File: src/rtl/rv32_inst_encoder_pkg.sv
// rv32_inst_encoder_pkg: shared formats, opcodes and immediate limits for the RV32I encoder
package rv32_inst_encoder_pkg;
    typedef enum logic [2:0] {
        FMT_R = 3'd0,
        FMT_I = 3'd1,
        FMT_S = 3'd2,
        FMT_B = 3'd3,
        FMT_U = 3'd4,
        FMT_J = 3'd5
    } fmt_e;

    localparam logic [6:0] OP_LUI    = 7'h37;
    localparam logic [6:0] OP_AUIPC  = 7'h17;
    localparam logic [6:0] OP_JAL    = 7'h6f;
    localparam logic [6:0] OP_JALR   = 7'h67;
    localparam logic [6:0] OP_BRANCH = 7'h63;
    localparam logic [6:0] OP_LOAD   = 7'h03;
    localparam logic [6:0] OP_STORE  = 7'h23;
    localparam logic [6:0] OP_IMM    = 7'h13;
    localparam logic [6:0] OP_REG    = 7'h33;

    localparam int IMM12_MIN = -2048;
    localparam int IMM12_MAX = 2047;
    localparam int IMMB_MIN  = -4096;
    localparam int IMMB_MAX  = 4094;
    localparam int IMMJ_MIN  = -1048576;
    localparam int IMMJ_MAX  = 1048574;
endpackage

File: src/rtl/rv32_inst_encoder_pack.sv
// rv32_inst_pack: combinational field packing and immediate legality check
module rv32_inst_pack
    import rv32_inst_encoder_pkg::*;
(
    input  logic [2:0]  fmt,
    input  logic [6:0]  opcode,
    input  logic [4:0]  rd,
    input  logic [4:0]  rs1,
    input  logic [4:0]  rs2,
    input  logic [2:0]  funct3,
    input  logic [6:0]  funct7,
    input  logic [31:0] imm,
    output logic [31:0] word,
    output logic        legal
);
    fmt_e               f;
    logic signed [31:0] s;
    logic               r12, rb, rj;

    assign f   = fmt_e'(fmt);
    assign s   = imm;
    assign r12 = s >= IMM12_MIN && s <= IMM12_MAX;
    assign rb  = s >= IMMB_MIN && s <= IMMB_MAX && !imm[0];
    assign rj  = s >= IMMJ_MIN && s <= IMMJ_MAX && !imm[0];

    always_comb begin
        legal = f == FMT_R ? 1'b1 :
                (f == FMT_I || f == FMT_S) ? r12 :
                f == FMT_B ? rb :
                f == FMT_J ? rj :
                f == FMT_U ? imm[11:0] == 12'd0 : 1'b0;
        word  = f == FMT_R ? {funct7, rs2, rs1, funct3, rd, opcode} :
                f == FMT_I ? {imm[11:0], rs1, funct3, rd, opcode} :
                f == FMT_S ? {imm[11:5], rs2, rs1, funct3, imm[4:0], opcode} :
                f == FMT_B ? {imm[12], imm[10:5], rs2, rs1, funct3, imm[4:1], imm[11], opcode} :
                f == FMT_U ? {imm[31:12], rd, opcode} :
                f == FMT_J ? {imm[20], imm[10:1], imm[11], imm[19:12], rd, opcode} : 32'd0;
    end
endmodule

File: src/rtl/rv32_inst_encoder.sv
// rv32_inst_encoder: packs instruction fields into words streamed out with auto-incrementing addresses
module rv32_inst_encoder
    import rv32_inst_encoder_pkg::*;
#(
    parameter int ADDR_W = 8
) (
    input  logic              clk,
    input  logic              rst_n,
    input  logic              in_valid,
    output logic              in_ready,
    input  logic [2:0]        fmt,
    input  logic [6:0]        opcode,
    input  logic [4:0]        rd,
    input  logic [4:0]        rs1,
    input  logic [4:0]        rs2,
    input  logic [2:0]        funct3,
    input  logic [6:0]        funct7,
    input  logic [31:0]       imm,
    input  logic              addr_load,
    input  logic [ADDR_W-1:0] addr_in,
    output logic              out_valid,
    input  logic              out_ready,
    output logic [31:0]       out_word,
    output logic [ADDR_W-1:0] out_addr,
    output logic              imm_err,
    output logic [7:0]        err_count
);
    logic [31:0]       word;
    logic              legal, acc;
    logic [ADDR_W-1:0] addr_cnt, base;

    rv32_inst_pack u_pack (
        .fmt    (fmt),
        .opcode (opcode),
        .rd     (rd),
        .rs1    (rs1),
        .rs2    (rs2),
        .funct3 (funct3),
        .funct7 (funct7),
        .imm    (imm),
        .word   (word),
        .legal  (legal)
    );

    assign in_ready = !out_valid || out_ready;
    assign acc      = in_valid && in_ready;
    // a same-cycle load overrides the counter for the word being accepted
    assign base     = addr_load ? addr_in : addr_cnt;

    always_ff @(posedge clk or negedge rst_n) begin
        if (!rst_n) begin
            out_valid <= 1'b0;
            out_word  <= 32'd0;
            out_addr  <= '0;
            addr_cnt  <= '0;
            imm_err   <= 1'b0;
            err_count <= 8'd0;
        end else begin
            imm_err <= acc && !legal;
            if (acc && !legal && err_count != 8'hff)
                err_count <= err_count + 8'd1;
            if (acc && legal) begin
                out_valid <= 1'b1;
                out_word  <= word;
                out_addr  <= base;
                addr_cnt  <= base + 1'b1;
            end else begin
                if (out_ready)
                    out_valid <= 1'b0;
                if (addr_load)
                    addr_cnt <= addr_in;
            end
        end
    end
endmodule

File: config.mk
export PLATFORM = sky130hd
export DESIGN_NAME = rv32_inst_encoder
export DESIGN_NICKNAME = d
export VERILOG_FILES = /design/src/rtl/rv32_inst_encoder_pkg.sv /design/src/rtl/rv32_inst_encoder_pack.sv /design/src/rtl/rv32_inst_encoder.sv
export SDC_FILE = /design/constraint.sdc
export NUM_CORES = 1
export LEC_CHECK = 0
export CELL_PAD_IN_SITES_DETAIL_PLACEMENT = 2
export CELL_PAD_IN_SITES_GLOBAL_PLACEMENT = 2
export CORE_MARGIN = 4
export CORE_UTILIZATION = 26
export CTS_BUF_LIST = sky130_fd_sc_hd__clkbuf_4
export CTS_CLUSTER_SIZE = 30
export DETAILED_ROUTE_END_ITERATION = 12
export GPL_TIMING_DRIVEN = 0
export MAX_ROUTING_LAYER = met4
export PLACE_DENSITY_LB_ADDON = 0.3
export SLEW_MARGIN = 40
export SYNTH_ARGS = -nofsm -noshare
export SYNTH_HDL_FRONTEND = slang
export SYNTH_SLANG_ARGS = --single-unit
File: constraint.sdc
create_clock -name clk -period 1.9 [get_ports clk]
set_clock_uncertainty 0.1 [all_clocks]
set_input_delay 0.285 -clock clk [delete_from_list [all_inputs] [get_ports clk]]
set_output_delay 0.285 -clock clk [all_outputs]
set_load 0.01 [all_outputs]
==> reports/results.ini <==
[logic_synthesis]
syn_inst=301
yosysTopAreaCell=dfrtp_1
yosysSeqAreaShare_pct=46.70
syn_avg_cell_area_um2=10.33
syn_nets=383
ys_ff_latch=58
synth.distinct_cells=38
yosysTopAreaCellShare_pct=46.70
syn-cell-area_um2=3108
synth_warnings=0
synthTopCellsByArea=dfrtp_1 47%, mux2_1 5.1%, mux2i_1 4.5%, a22oi_1 4.1%, a221oi_1 3.7%

[clock_network]
htree_levels=3
cts_root_buffer=clkbuf_4
clk_latency_ns=0.40
tritoncts=yes
cts_buffers=9
clkTransAtPathRegs_ns=0.10
cts.sinks=58
cts_max_path_buffers=2

[timing]
worst_slew_pin_slew_ns=0.6541
max_slew_margin_pct=56.23
hold_violations=0
period_needed_ns=2.095
setup_viol=37
fmax_mhz=477.4
post-route-period-util_pct=110.2
finalMaxSlewViolations=0
final.setup.worst_slack_ns=-0.1947
timing.setup.tns_ns=-3.656
rsz0062_at_grt=true

[run_status]
violations=negative setup slack
outcome=complete, but fails checks

[power_and_ir_drop]
irDropWorstVdd_v=0.0003596
leakage_nw=2.165
power.density_nw_per_um2=860.3

[die]
io_pins=131
rows=39
fp.dieH_um=117.3
initial_utilization_pct=26.87
dieWidth_um=117.3
dieArea_um2=13770
coreArea_um2=11560

[layout]
fill_cells=1247
finalNetCount=537
final_cells=604
mostFrequentLayoutCell=clkdlybuf4s50_1
finish.utilization_pct=45.18
final_cell_mix=93 x clkdlybuf4s50_1, 57 x dfrtp_1, 28 x nand2_1
area_growth_pct=68.12
drive_gt1_share_pct=23.48

[detailed_routing]
drt-pass1-iter-count=4
avgRoutedWirePerCell_um=21.30
drc=0
antenna_left=0
vias_per_cell=5.162
drt_iter0_drc=120
drt-total-wl_um=12870
dr_total_vias=3118

[worst_hold_path]
hold_class=primary input to register

[placement]
globalplace.congestion=0.9187
dpl_worst_slack_ns=-1.122
port-buffer-count=128
dp_cells=573
place_hpwl_um=9408

[global_route]
grt_start_max_net_pins=37
grt_overflow_total=0
antenna_found_initial=1
grt_pass1_vias=3638
grt_util_all_layers_pct=18.60
grt_pass1_wl_um=20070

[critical_path]
critPathArrivalTime_ns=2.27
cp-start-kind=primary input
required_ns=2.08
end_kind=register
timing.reg2reg.setup_slack_ns=0.03
path_max_fanout=5
path_class=primary input to register

[job]
maxCapViolCount=0

[state kept, by name, summed over array words and instances (netlist names)]
| register | cells |
|---|---|
| addr_cnt | 8 |
| err_count | 8 |
| out_valid | 1 |
| out_addr | 8 |
| imm_err | 1 |
| out_word | 32 |
[synth_stat cells (all sizes together)]
master / count
a211o: 1
a21oi: 9
a221oi: 13
a22oi: 17
a2bb2oi: 13
a31oi: 1
a32oi: 2
and2: 3
and3: 3
buf: 7
clkbuf: 12
dfrtp: 58
ha: 2
inv: 13
mux2: 22
mux2i: 14
nand2: 28
nand2b: 4
nand3: 6
nand3b: 1
nand4: 6
nor2: 11
nor2b: 1
nor3: 7
nor3b: 1
nor4: 10
o211ai: 1
o21ai: 9
o22ai: 7
o31ai: 2
or4: 2
xnor2: 3
xor2: 12
[per-layer routing]
metal	track usage (%)	share of wire, %	up-vias
met1	22.25	42	1570
met3	3.994	4.2	25
met5	-	0	-
met2	30.85	51	88
li1	-	-	1435
met4	7.111	2.4	0
[cell type report]
type                    instances  area, um2  share of cell area, %
diodes                          1      2.502                0.04789
plain buffers                  17      158.9                  3.041
clock buffers                  11      82.58                  1.580
clock inverters                 5      78.83                  1.509
inverters                      13      48.80                 0.9339
multi-input cells             211       1768                  33.84
flip-flops and latches         58       1453                  27.80
well taps                     143      178.9                  3.424
repair buffers                145       1454                  27.83
[stage by stage]
stage | hold slack [ns] | total power, mW | cell area [um2]
final | 0.1306 | 4.495 | 5225
after global routing | 0.1100 | 4.772 | 5225
after CTS | 0.1136 | 4.462 | 4981
after detailed placement | 0.1199 | 3.321 | 4624
after global placement | 0.3673 | 3.257 | 4607
after floorplan | -0.1106 | 2.342 | 3147
[path summary, 6_finish.rpt]
| check | start | end | depth (start not counted) |
|---|---|---|---|
| worst max-delay path | imm[15] | out_word[22] | 9 |
| worst min-delay path | imm[14] | out_word[14] | 3 |
| worst max register to register | out_valid | out_word[22] | 6 |
| worst min register to register | err_count[5] | err_count[5] | 1 |
| max in group asynchronous | rst_n | out_word[9] | 3 |
| min in group asynchronous | rst_n | out_addr[6] | 2 |
[logic make-up after synthesis]
family          Yosys count  share of synthesized area (%)
simple gates             83                          13.20
compound gates           75                          17.67
flops                    58                          46.70
mux                      36                          12.48
buf+inv                  32                          4.911
xor+xnor                 15                          4.227
fa+ha+maj                 2                         0.8050
[what timing repair did]
action | 4_1_cts | 5_1_grt
gates resized for setup | 90 | 56
hold buffers | 1 | 0
hold endpoints to repair | 34 | 0
setup endpoints to repair | 59 | 57
pin swaps | 18 | 9
gates cloned | 1 | 2
setup buffers | 7 | 7
[power by group]
part           internal, mW  leakage, nW  switching [mW]
clock network         0.562       0.0908           0.497
registers              1.53        0.696           0.230
logic                 0.985         1.38           0.690
total                  3.08         2.17            1.42
[critical path, cell delays in order]
cell and delay, ns:
buf_8 0.10, or4_4 0.57, nor3_4 0.21, a22oi_2 0.08, o211ai_2 0.24, and2_4 0.24, buf_12 0.13, buf_12 0.11
mux2_4 0.30
Power figures use the tool's default switching activity.
